### src/rtl/unary_pkg.sv
// Shared types and constants for the multi-channel unary stream generator.
// Holds the FSM state type, stream length helper and LFSR tap masks.
package unary_pkg;

  typedef enum logic [1:0] {
    IDLE,
    RUN,
    DONE
  } state_t;

  function automatic int stream_len(input int w);
    return 1 << w;
  endfunction

  localparam logic [7:0] TAPS_W4 = 8'h0C;
  localparam logic [7:0] TAPS_W5 = 8'h14;
  localparam logic [7:0] TAPS_W6 = 8'h30;
  localparam logic [7:0] TAPS_W7 = 8'h60;
  localparam logic [7:0] TAPS_W8 = 8'hB8;

  // Fibonacci feedback masks for maximal-length sequences
  function automatic logic [7:0] lfsr_taps(input int w);
    case (w)
      5:       return TAPS_W5;
      6:       return TAPS_W6;
      7:       return TAPS_W7;
      8:       return TAPS_W8;
      default: return TAPS_W4;
    endcase
  endfunction

endpackage

### src/rtl/unary_lane.sv
// One channel: value latch, unary comparator and LEN-bit shift register.
// STOCH_LFSR_EN adds the stochastic comparison against a shared LFSR.
import unary_pkg::*;

module unary_lane #(
  parameter int W = 4
) (
  input  logic                    clk,
  input  logic                    rst,
  input  logic                    load,
  input  logic                    run,
  input  logic                    fin,
  input  logic                    mode,
  input  logic [W-1:0]            cnt,
  input  logic [W-1:0]            val,
`ifdef STOCH_LFSR_EN
  input  logic                    stoch,
  input  logic [W-1:0]            lfsr,
`endif
  output logic                    ubit,
  output logic [stream_len(W)-1:0] par
);

  localparam int LEN = stream_len(W);
  localparam logic [W:0] LENV = (W+1)'(LEN);

  logic [W-1:0]   v_q;
  logic [LEN-1:0] shreg;
  logic [W:0]     thr;
  logic           b;

  // Threshold kept W+1 bits wide so v=0 yields no ones when right-aligned
  always_comb begin
    thr = LENV - {1'b0, v_q};
    b   = mode ? ({1'b0, cnt} >= thr) : (cnt < v_q);
`ifdef STOCH_LFSR_EN
    if (stoch) b = (lfsr < v_q);
`endif
  end

  always_ff @(posedge clk) begin
    if (rst) begin
      v_q   <= '0;
      shreg <= '0;
      ubit  <= 1'b0;
      par   <= '0;
    end else if (load) begin
      v_q   <= val;
      shreg <= '0;
      ubit  <= 1'b0;
      par   <= '0;
    end else if (run) begin
      ubit  <= b;
      shreg <= {shreg[LEN-2:0], b};
    end else begin
      ubit <= 1'b0;
      if (fin) par <= shreg;
    end
  end

endmodule

### src/rtl/unary_stream_gen.sv
// Multi-channel unary bitstream generator with start/busy/done handshake.
// Optional STOCH_LFSR_EN adds a stoch input and an LFSR-driven stochastic mode.
import unary_pkg::*;

module unary_stream_gen #(
  parameter int CH        = 4,
  parameter int W         = 4,
  parameter int LFSR_SEED = 1
) (
  input  logic                         clk,
  input  logic                         rst,
  input  logic                         start,
  input  logic                         mode,
  input  logic [CH*W-1:0]              vals,
`ifdef STOCH_LFSR_EN
  input  logic                         stoch,
`endif
  output logic                         busy,
  output logic                         bit_valid,
  output logic [CH-1:0]                bits,
  output logic                         done,
  output logic [CH*stream_len(W)-1:0]  par_out
);

  localparam int LEN = stream_len(W);

  if ((LFSR_SEED % LEN) == 0) begin : g_seed_chk
    $error("LFSR_SEED must be non-zero in W bits");
  end

  state_t       state, state_nx;
  logic [W-1:0] cnt;
  logic         mode_q;
  logic         accept, run, fin;

  always_ff @(posedge clk) begin
    if (rst) state <= IDLE;
    else     state <= state_nx;
  end

  always_comb begin
    state_nx = state;
    unique case (state)
      IDLE:    if (start) state_nx = RUN;
      RUN:     if (cnt == '1) state_nx = DONE;
      DONE:    state_nx = IDLE;
      default: state_nx = IDLE;
    endcase
  end

  always_comb begin
    busy   = (state != IDLE);
    run    = (state == RUN);
    fin    = (state == DONE);
    accept = (state == IDLE) && start;
  end

  // cnt wraps to zero on the final RUN edge
  always_ff @(posedge clk) begin
    if (rst) begin
      cnt       <= '0;
      mode_q    <= 1'b0;
      bit_valid <= 1'b0;
      done      <= 1'b0;
    end else begin
      bit_valid <= run;
      done      <= fin;
      if (accept) begin
        cnt    <= '0;
        mode_q <= mode;
      end else if (run) begin
        cnt <= cnt + 1'b1;
      end
    end
  end

`ifdef STOCH_LFSR_EN
  localparam logic [7:0] TAPS = lfsr_taps(W);

  logic [W-1:0] lfsr;
  logic         stoch_q;

  always_ff @(posedge clk) begin
    if (rst) begin
      lfsr    <= '0;
      stoch_q <= 1'b0;
    end else if (accept) begin
      lfsr    <= W'(LFSR_SEED);
      stoch_q <= stoch;
    end else if (run) begin
      lfsr <= {lfsr[W-2:0], ^(lfsr & TAPS[W-1:0])};
    end
  end
`endif

  for (genvar c = 0; c < CH; c++) begin : g_lane
    unary_lane #(.W(W)) u_lane (
      .clk   (clk),
      .rst   (rst),
      .load  (accept),
      .run   (run),
      .fin   (fin),
      .mode  (mode_q),
      .cnt   (cnt),
      .val   (vals[c*W +: W]),
`ifdef STOCH_LFSR_EN
      .stoch (stoch_q),
      .lfsr  (lfsr),
`endif
      .ubit  (bits[c]),
      .par   (par_out[c*LEN +: LEN])
    );
  end

endmodule

### config.mk
export PLATFORM = sky130hd
export DESIGN_NAME = unary_stream_gen
export DESIGN_NICKNAME = d
export VERILOG_FILES = /design/src/rtl/unary_pkg.sv /design/src/rtl/unary_lane.sv /design/src/rtl/unary_stream_gen.sv
export SDC_FILE = /design/constraint.sdc
export NUM_CORES = 1
export LEC_CHECK = 0
export CAP_MARGIN = 20
export CORE_MARGIN = 5
export CORE_UTILIZATION = 44
export DETAILED_ROUTE_END_ITERATION = 10
export PLACE_DENSITY = 0.68
export SYNTH_ARGS = -nofsm -noshare
export SYNTH_HDL_FRONTEND = slang
export SYNTH_SLANG_ARGS = --single-unit
### constraint.sdc
create_clock -name clk -period 4.2 [get_ports clk]
set_input_delay 0.42 -clock clk [delete_from_list [all_inputs] [get_ports clk]]
set_output_delay 0.42 -clock clk [all_outputs]
set_load 0.1 [all_outputs]
# After elaboration in Yosys (flattened, before gate mapping)
# Cells that the tools add are included.
dict set report classes {
  bitwise 1
  div_mod_pow 0
  n_eq_ne 5
  n_mux 7
  n_lt_le_gt_ge 8
  addsub 5
  n_reduce_logical 7
  mul 0
  shifts 0
}
# cell n
set op_table {}
lappend op_table {{$ge A4 B5 Y1} 4}
lappend op_table {{$sub A5 B4 Y5 const A} 4}
lappend op_table {{$lt A4 B4 Y1} 4}
lappend op_table {{$add A4 B1 Y4 const B} 1}
lappend op_table {{$eq A4 B4 Y1 const B} 1}
lappend op_table {{$mux W1} 4}
lappend op_table {{$mux W2} 2}
lappend op_table {{$ne A2 B2 Y1 const B} 2}
lappend op_table {{$pmux W2 S2} 1}
lappend op_table {{$reduce_and A2 Y1} 2}
lappend op_table {{$reduce_or A3 Y1} 1}
lappend op_table {{$eq A2 B1 Y1 const B} 1}
lappend op_table {{$eq A2 B2 Y1 const B} 1}
lappend op_table {{$logic_not A2 Y1} 1}
lappend op_table {{$reduce_bool A2 Y1} 1}
lappend op_table {{$reduce_or A2 Y1} 1}
lappend op_table {{$logic_and A1 B1 Y1} 1}
lappend op_table {{$not A1 Y1} 1}
dict set report word_totals {
  rom_bits 0
  ram_bits 0
  mem_count 0
  output_inout_bits 71
  latch_bits 0
  regBits 157
}

# Depth between registers and ports, before layout
# Gate-level depths: netlist of run 1.
dict set report depth {
  ltp_word 3
  ltp_mapped 8
}

# Hierarchy
# A second synthesis of run 1 with hierarchy kept.
dict set report unflattened {
  hier_cells 721
  hier_area_um2 6535.0
}
# module area_per_inst_um2 seq_area_each_um2 cells_per_inst n_inst
set modules_own_cells {}
lappend modules_own_cells {unary_lane 1544.0 740.7 171 4}
lappend modules_own_cells {unary_stream_gen 359.1 180.2 37 1}

# Worst setup path before layout of run 1
# OpenSTA, ideal clock, no wires.
dict set report synth_path {
  path_kind {flip-flop to flip-flop}
  start {register g_lane[1].u_lane.v_q[0]}
  end {register g_lane[1].u_lane.shreg[0]}
  setup_time_ps 127
  arrival_time_ps 1609
  path_slack_ps 2464
  synth_period_minus_slack_ps 1736
  stages_incl_launch_ff 9
  path_cell_list {dfxtp_1 -> inv_1 -> ha_1 -> xor2_1 -> ha_1 -> a211oi_1 -> o21ai_0 -> a22oi_1 -> a211oi_2}
}
dict set report synth_via {
  elab_chain_cells 3
  word_cells_on_any_way 4
  classes_between {add/sub (1); order compare (2); mux (1)}
}
# element line
set synth_lines {}
lappend synth_lines {{from (decl)} unary_lane.sv:27} ;# logic [W-1:0] v_q;
lappend synth_lines {{from (signal assigned)} unary_lane.sv:48} ;# v_q <= val;
lappend synth_lines {{$sub A5 B4 Y5} unary_lane.sv:34} ;# thr = LENV - {1'b0, v_q};
lappend synth_lines {{$ge A4 B5 Y1} unary_lane.sv:35} ;# b = mode ? ({1'b0, cnt} >= thr) : (cnt < v_q);
lappend synth_lines {{$mux W1 (*)} unary_lane.sv:35}
lappend synth_lines {{to (signal assigned)} unary_lane.sv:54} ;# shreg <= {shreg[LEN-2:0], b};
lappend synth_lines {{to (decl)} unary_lane.sv:28} ;# logic [LEN-1:0] shreg;
# Every way passes the cells marked *; elsewhere a longest branch is shown, timed or not.
# A chain may end at the register's enable or synchronous reset.

# Final worst setup path of run 1
dict set report layout_path {
  start {register state[0]}
  end {output port busy}
}
dict set report layout_via {
  elab_chain_cells 1
}
# element line
set layout_lines {}
lappend layout_lines {{from (decl)} unary_stream_gen.sv:31} ;# state_t state, state_nx;
lappend layout_lines {{from (signal assigned)} unary_stream_gen.sv:38} ;# else state <= state_nx;
lappend layout_lines {{$reduce_bool A2 Y1} unary_stream_gen.sv:52} ;# busy = (state != IDLE);
lappend layout_lines {{to (decl)} unary_stream_gen.sv:18} ;# output logic busy,
# Every way passes these cells.

==> impl_metrics.py, run 1 <==
metrics = {
    "timing": {
        "tightest_slew_ns": 0.9848,
        "max_freq_mhz": 387.8,
        "finalHoldViolCount": 0,
        "whs_ns": 0.4555,
        "slew_headroom": 0.3414,
        "finalSetupViolations": 0,
        "finClkSkew_ns": 0.007568,
        "setup_tns_ns": 0,
        "rsz0062_at_grt": "false",
        "finalCritPeriodShare": 0.6139,
        "maxSlewViolCount": 0,
        "fin_crit_ns": 2.579,
    },
    "power_and_ir_drop": {
        "p_leak_nw": 2.654,
        "ir_worst_vdd_mv": 0.3280,
        "cellPowerDensity_nw_per_um2": 427.4,
    },
    "cts": {
        "tritoncts": "built",
        "cts_buffer_depth": 2,
        "cts_hold_buf": 0,
        "cts_sinks": 157,
        "insertion_delay_ns": 0.42,
        "clk_pin_slew_ns": 0.06,
        "cts-htree-levels": 4,
        "cts_buffers": 17,
        "cts_root_buf": "clkbuf_16",
        "post_cts_buffers": 0,
        "cts_resized": 0,
    },
    "cells_and_area": {
        "area_growth_pct": 23.37,
        "final_nets": 864,
        "nFillCells": 1280,
        "final_cells": 1008,
        "final_layout_size_suffix_gt1_frac": 0.1566,
        "diodes": 0,
        "final_cell_mix": "255 x nand2_1, 157 x dfxtp_1, 90 x clkdlybuf4s50_1",
        "final_common_cell": "nand2_1",
    },
    "placed_design": {
        "dp_cells": 976,
        "routabilityCongestion": 0.8106,
        "place_hpwl_mm": 9.376,
        "port_buffers": 90,
    },
    "floorplan": {
        "fp.dieW_um": 132.2,
        "start_util": 0.4500,
        "core_area_sq_um": 14590,
        "die_h_um": 132.2,
        "io_pins": 91,
        "die_area_sq_um": 17460,
        "rows": 44,
    },
    "grt": {
        "grt_use_total": 0.1624,
        "antenna_found_initial": 0,
        "grt_first_pass_wirelength_mm": 24.09,
        "grt_max_degree": 67,
        "overflow": 0,
        "grt_pass1_vias": 5194,
    },
    "flow_run": {
        "drv_cap": 0,
    },
    "outcome": {
        "status": "finished, final reports clean",
    },
    "synthesis": {
        "ys_types": 33,
        "yosysTopAreaCell": "dfxtp_1",
        "syn_avg_cell_area_sq_um": 8.800,
        "synth_top_cells_by_area": "dfxtp_1 48%, nand2_1 15%, a21oi_2 11%, ha_1 6.3%, a21oi_1 3.4%",
        "synth_fp_nets": 799,
        "ys_seq_elements": 157,
        "synthesis.area_sq_um": 6565,
        "ys_seq_area_frac": 0.4787,
        "ys_warn_count": 0,
        "yosysTopAreaCellShare": 0.4787,
        "syn_inst": 746,
    },
    "drt": {
        "via_count": 5069,
        "drt_wl_total_mm": 13.57,
        "vias_per_cell": 5.029,
        "antenna_left": 0,
        "drtIter0Drc": 246,
        "avgRoutedWirePerCell_um": 13.47,
        "drcViolationCount": 0,
        "drt_pass1_iterations": 4,
    },
    "min_path": {
        "worst_hold_path_type": "register to register",
    },
    "worst_setup_path": {
        "arrival_ns": 2.16,
        "cp_max_fo": 5,
        "crit_type": "register to output pin",
        "end_kind": "output pin",
        "start_kind": "register",
        "cp.required_ns": 3.78,
    },
}
==> power breakdown <==
part	internal (W)	switching (W)
Clock	0.00106	0.000578
Combinational	0.0000991	0.000197
Sequential	0.00151	0.0000211
Total	0.00267	0.000796
==> critical path, cell delays in order (launching register included) <==
cell             delay [ns]
dfxtp_1                0.45
nor2_2                 0.10
inv_1                  0.07
clkdlybuf4s50_1        1.13
==> routing by layer <==
| layer | wire length (um) | vias to the layer above | global-route usage |
|---|---|---|---|
| li1 | - | 2583 | - |
| met1 | 6344 | 2359 | 0.2061 |
| met2 | 6372 | 105 | 0.2670 |
| met3 | 651 | 22 | 0.04198 |
| met4 | 205 | 0 | 0.05829 |
| met5 | 0 | - | 0 |
==> synth_stat cells, drive strengths merged <==
master and count:
nand2 256, dfxtp 157, a21oi 126, buf 46, ha 33, inv 23
nor2 19, a22o 17, nor2b 10, a211oi 8, o21ai 8, xor2 6
clkbuf 5, xnor2 5, a22oi 4, a31oi 4, nor3 4, o21a 4
o31ai 4, nand2b 3, a21o 1, nand3 1, nand4 1, or2b 1
==> path summary, 6_finish.rpt <==
path / startpoint / to / slack [ns] / cells after the start
hold reg to reg: g_lane[2].u_lane.shreg[15] / g_lane[2].u_lane.shreg[15] / 0.46 / 2
setup / recovery: state[0] / busy / 1.62 / 3
hold / removal: g_lane[2].u_lane.shreg[15] / g_lane[2].u_lane.shreg[15] / 0.46 / 2
setup reg to reg: state[0] / g_lane[2].u_lane.shreg[0] / 2.05 / 4
==> through the flow <==
step / setup slack (ns) / cell area, sq um / util / power (W)
global route: 1.533 / 8099 / 0.5551 / 0.003598
detailed placement: 1.653 / 7455 / 0.5110 / 0.001861
CTS: 1.588 / 8099 / 0.5551 / 0.003496
global placement: 1.707 / 7415 / 0.5082 / 0.001842
floorplan: 2.464 / 6565 / - / 0.001802
finish: 1.621 / 8099 / 0.5551 / 0.003461
==> layout make-up <==
type / instances / area (sq um) / area share
Clock buffer: 22 / 484.2 / 0.05979
Clock inverter: 10 / 160.2 / 0.01977
Inverter: 23 / 86.33 / 0.01066
Multi-Input combinational cell: 515 / 3017 / 0.3725
Sequential cell: 157 / 3143 / 0.3881
Tap cell: 184 / 230.2 / 0.02843
Timing Repair Buffer: 97 / 978.4 / 0.1208
==> registers in the layout (all words and copies together) (netlist names) <==
register	flops
g_lane.u_lane.par	64
g_lane.u_lane.shreg	64
g_lane.u_lane.v_q	16
cnt	4
g_lane.u_lane.ubit	4
state	2
bit_valid	1
done	1
mode_q	1
==> logic make-up after synthesis <==
| kind of cell | count (synthesis) | synth area share |
|---|---|---|
| AO/OA/AOI/OAI | 176 | 0.2005 |
| XOR/XNOR | 11 | 0.01467 |
| adder cells (fa/ha/maj) | 33 | 0.06289 |
| buffers and inverters | 74 | 0.06575 |
| flip-flops | 157 | 0.4787 |
| AND/OR/NAND/NOR | 295 | 0.1774 |
(Power assumes the default switching activity.)
==> run 2, diff against run 1 <==
--- a/config.mk
+++ b/config.mk
@@ -9,7 +9,7 @@
 export CORE_MARGIN = 5
 export CORE_UTILIZATION = 44
 export DETAILED_ROUTE_END_ITERATION = 10
-export PLACE_DENSITY = 0.68
+export PLACE_DENSITY = 0.71
 export SYNTH_ARGS = -nofsm -noshare
 export SYNTH_HDL_FRONTEND = slang
 export SYNTH_SLANG_ARGS = --single-unit
==> constraint.sdc (replaced) <==
create_clock -name clk -period 2.2 [get_ports clk]
set_input_delay 0.22 -clock clk [delete_from_list [all_inputs] [get_ports clk]]
set_output_delay 0.22 -clock clk [all_outputs]
set_load 0.1 [all_outputs]
==> run 2 against run 1 <==
Net effect: wire length shrank 2.8%; combinational power grew 93%; register-to-register slack lost 1.7 ns; clock skew is essentially flat; hold slack lost 0.071 ns; highest routed layer unchanged.
==> impl_metrics.py, run 2 (same netlist as run 1, synthesis figures left out) <==
metrics = {
    "drt": {
        "avgRoutedWirePerCell_um": 13.00,
        "vias_per_cell": 4.872,
        "antenna_left": 0,
        "drt_wl_total_mm": 13.20,
        "drcViolationCount": 0,
        "drt_pass1_iterations": 4,
        "via_count": 4945,
        "drtIter0Drc": 315,
        "routed-wl-met3_um": 636,
        "wl_met2_mm": 5.909,
        "top_layer": "met4",
        "met1_length_mm": 6.474,
    },
    "worst_setup_path": {
        "cp_max_fo": 4,
        "path_common_cell": "ha_1",
        "rrSetupSlack_ns": 0.33,
        "arrival_ns": 2.17,
        "start_kind": "register",
        "slowest_delay_ns": 0.38,
        "path_cells": "inv_1 -> ha_1 -> xor2_1 -> ha_1 -> a211oi_1 -> o21ai_0 -> a22oi_1 -> a211oi_2",
        "critPathBufInv": 1,
        "crit_family": "compound AO/OA/AOI/OAI gates",
        "worst_path_max_delay_cell": "dfxtp_1",
        "end_kind": "register",
        "cp.required_ns": 2.50,
        "crit_type": "register to register",
    },
    "timing": {
        "setup_tns_ns": 0,
        "finalCritPeriodShare": 0.8520,
        "rsz0062_at_grt": "false",
        "slew_headroom": 0.6400,
        "finalHoldViolCount": 0,
        "finalSetupViolations": 0,
        "max_freq_mhz": 533.5,
        "tightest_slew_ns": 0.5400,
        "finClkSkew_ns": 0.007183,
        "whs_ns": 0.3848,
        "fin_crit_ns": 1.874,
        "maxSlewViolCount": 0,
    },
    "cts": {
        "cts_buffers": 17,
        "post_cts_buffers": 0,
        "cts_sinks": 157,
        "tritoncts": "built",
        "cts_root_buf": "clkbuf_16",
        "cts_resized": 0,
        "cts_hold_buf": 0,
        "cts-htree-levels": 4,
        "insertion_delay_ns": 0.42,
        "cts_buffer_depth": 2,
        "clk_pin_slew_ns": 0.06,
    },
    "power_and_ir_drop": {
        "seqPwrFrac": 0.436,
        "p_clk_frac": 0.479,
        "p_int_w": 0.005148,
        "netSwitchingFraction": 0.2316,
        "comb_power_share": 0.085,
        "ir_worst_vdd_mv": 0.5661,
        "cellPowerDensity_nw_per_um2": 838.5,
        "p_leak_nw": 2.853,
        "p_switching_w": 0.001552,
    },
    "cells_and_area": {
        "final_cell_mix": "255 x nand2_1, 157 x dfxtp_1, 82 x buf_4",
        "final_core_util": 0.5477,
        "final_layout_size_suffix_gt1_frac": 0.2491,
        "nFillCells": 1356,
        "diodes": 0,
        "register_area_sq_um": 3143,
        "final_nets": 871,
        "multi_input_area_sq_um": 3017,
        "top_regs": "g_lane.u_lane.par (64), g_lane.u_lane.shreg (64), g_lane.u_lane.v_q (16)",
        "area_growth_pct": 21.71,
        "fin_area_sq_um": 7990,
        "final_common_cell": "nand2_1",
        "final_cells": 1015,
    },
    "grt": {
        "grt_pass1_vias": 4715,
        "grt_max_degree": 46,
        "grt_first_pass_wirelength_mm": 22.52,
        "antenna_found_initial": 0,
        "grt_use_total": 0.1538,
        "overflow": 0,
    },
    "placed_design": {
        "place_hpwl_mm": 8.766,
        "dp_cells": 983,
        "post_dp_cell_area_sq_um": 7342,
        "routabilityCongestion": 0.7626,
        "port_buffers": 90,
    },
    "outcome": {
        "status": "finished, final reports clean",
    },
    "floorplan": {
        "die_area_sq_um": 17460,
        "rows": 44,
        "fp.dieW_um": 132.2,
        "core_area_sq_um": 14590,
        "die_h_um": 132.2,
        "start_util": 0.4500,
        "io_pins": 91,
    },
    "min_path": {
        "worst_hold_path_type": "input port to register",
    },
    "flow_run": {
        "drv_cap": 0,
    },
}
-- run 2: changes by cell type in the layout (fill, tap and decap cells not counted), sizes merged --
cell and change:
clkdlybuf4s50 -71, clkbuf -2, buf +78, bufinv +1, clkinvlp -3, clkinv +4
-- run 2: layout make-up --
type,count,area share
Multi-Input combinational cell,515,0.3775
Timing Repair Buffer,104,0.1084
Clock buffer,20,0.05716
Tap cell,184,0.02881
Clock inverter,12,0.02396
Inverter,23,0.01080
Sequential cell,157,0.3934
-- run 2: metal layers --
metal,global-route usage,up-vias
met5,0,-
met3,0.04656,16
met1,0.2043,2260
met2,0.2375,80
met4,0.05429,0
li1,-,2589
-- run 2: power groups by stage --
stage	clock (W)	combinational [W]	sequential [W]
CTS	0.00326	0.000579	0.00292
global placement	0	0.000575	0.00298
global route	0.00338	0.000637	0.00293
floorplan	0	0.000460	0.00298
detailed placement	0	0.000578	0.00299
finish	0.00321	0.000570	0.00292
-- run 2: final timing paths --
kind / depth (start not counted) / from / end
worst max-delay path: 8 / g_lane[1].u_lane.v_q[0] / g_lane[1].u_lane.shreg[0]
worst min register to register: 2 / g_lane[1].u_lane.par[15] / g_lane[1].u_lane.par[15]
worst max register to register: 8 / g_lane[1].u_lane.v_q[0] / g_lane[1].u_lane.shreg[0]
worst min-delay path: 2 / vals[14] / g_lane[3].u_lane.v_q[2]
-- run 2: per-stage QoR --
stage,power [W],setup WS (ns)
3_3_place_gp,0.003559,0.3967
2_1_floorplan,0.003440,0.4640
5_1_grt,0.006948,0.1644
3_5_place_dp,0.003564,0.3260
4_1_cts,0.006764,0.3115
6_report,0.006700,0.3256
==> run 3, diff against run 2 <==
--- a/config.mk
+++ b/config.mk
@@ -9,6 +9,7 @@
 export CORE_MARGIN = 5
 export CORE_UTILIZATION = 44
 export DETAILED_ROUTE_END_ITERATION = 10
+export GPL_ROUTABILITY_DRIVEN = 0
 export PLACE_DENSITY = 0.71
 export SYNTH_ARGS = -nofsm -noshare
 export SYNTH_HDL_FRONTEND = slang
==> results of run 3 <==
Same layout as run 2: the final DEF is identical, and so are final timing and power.
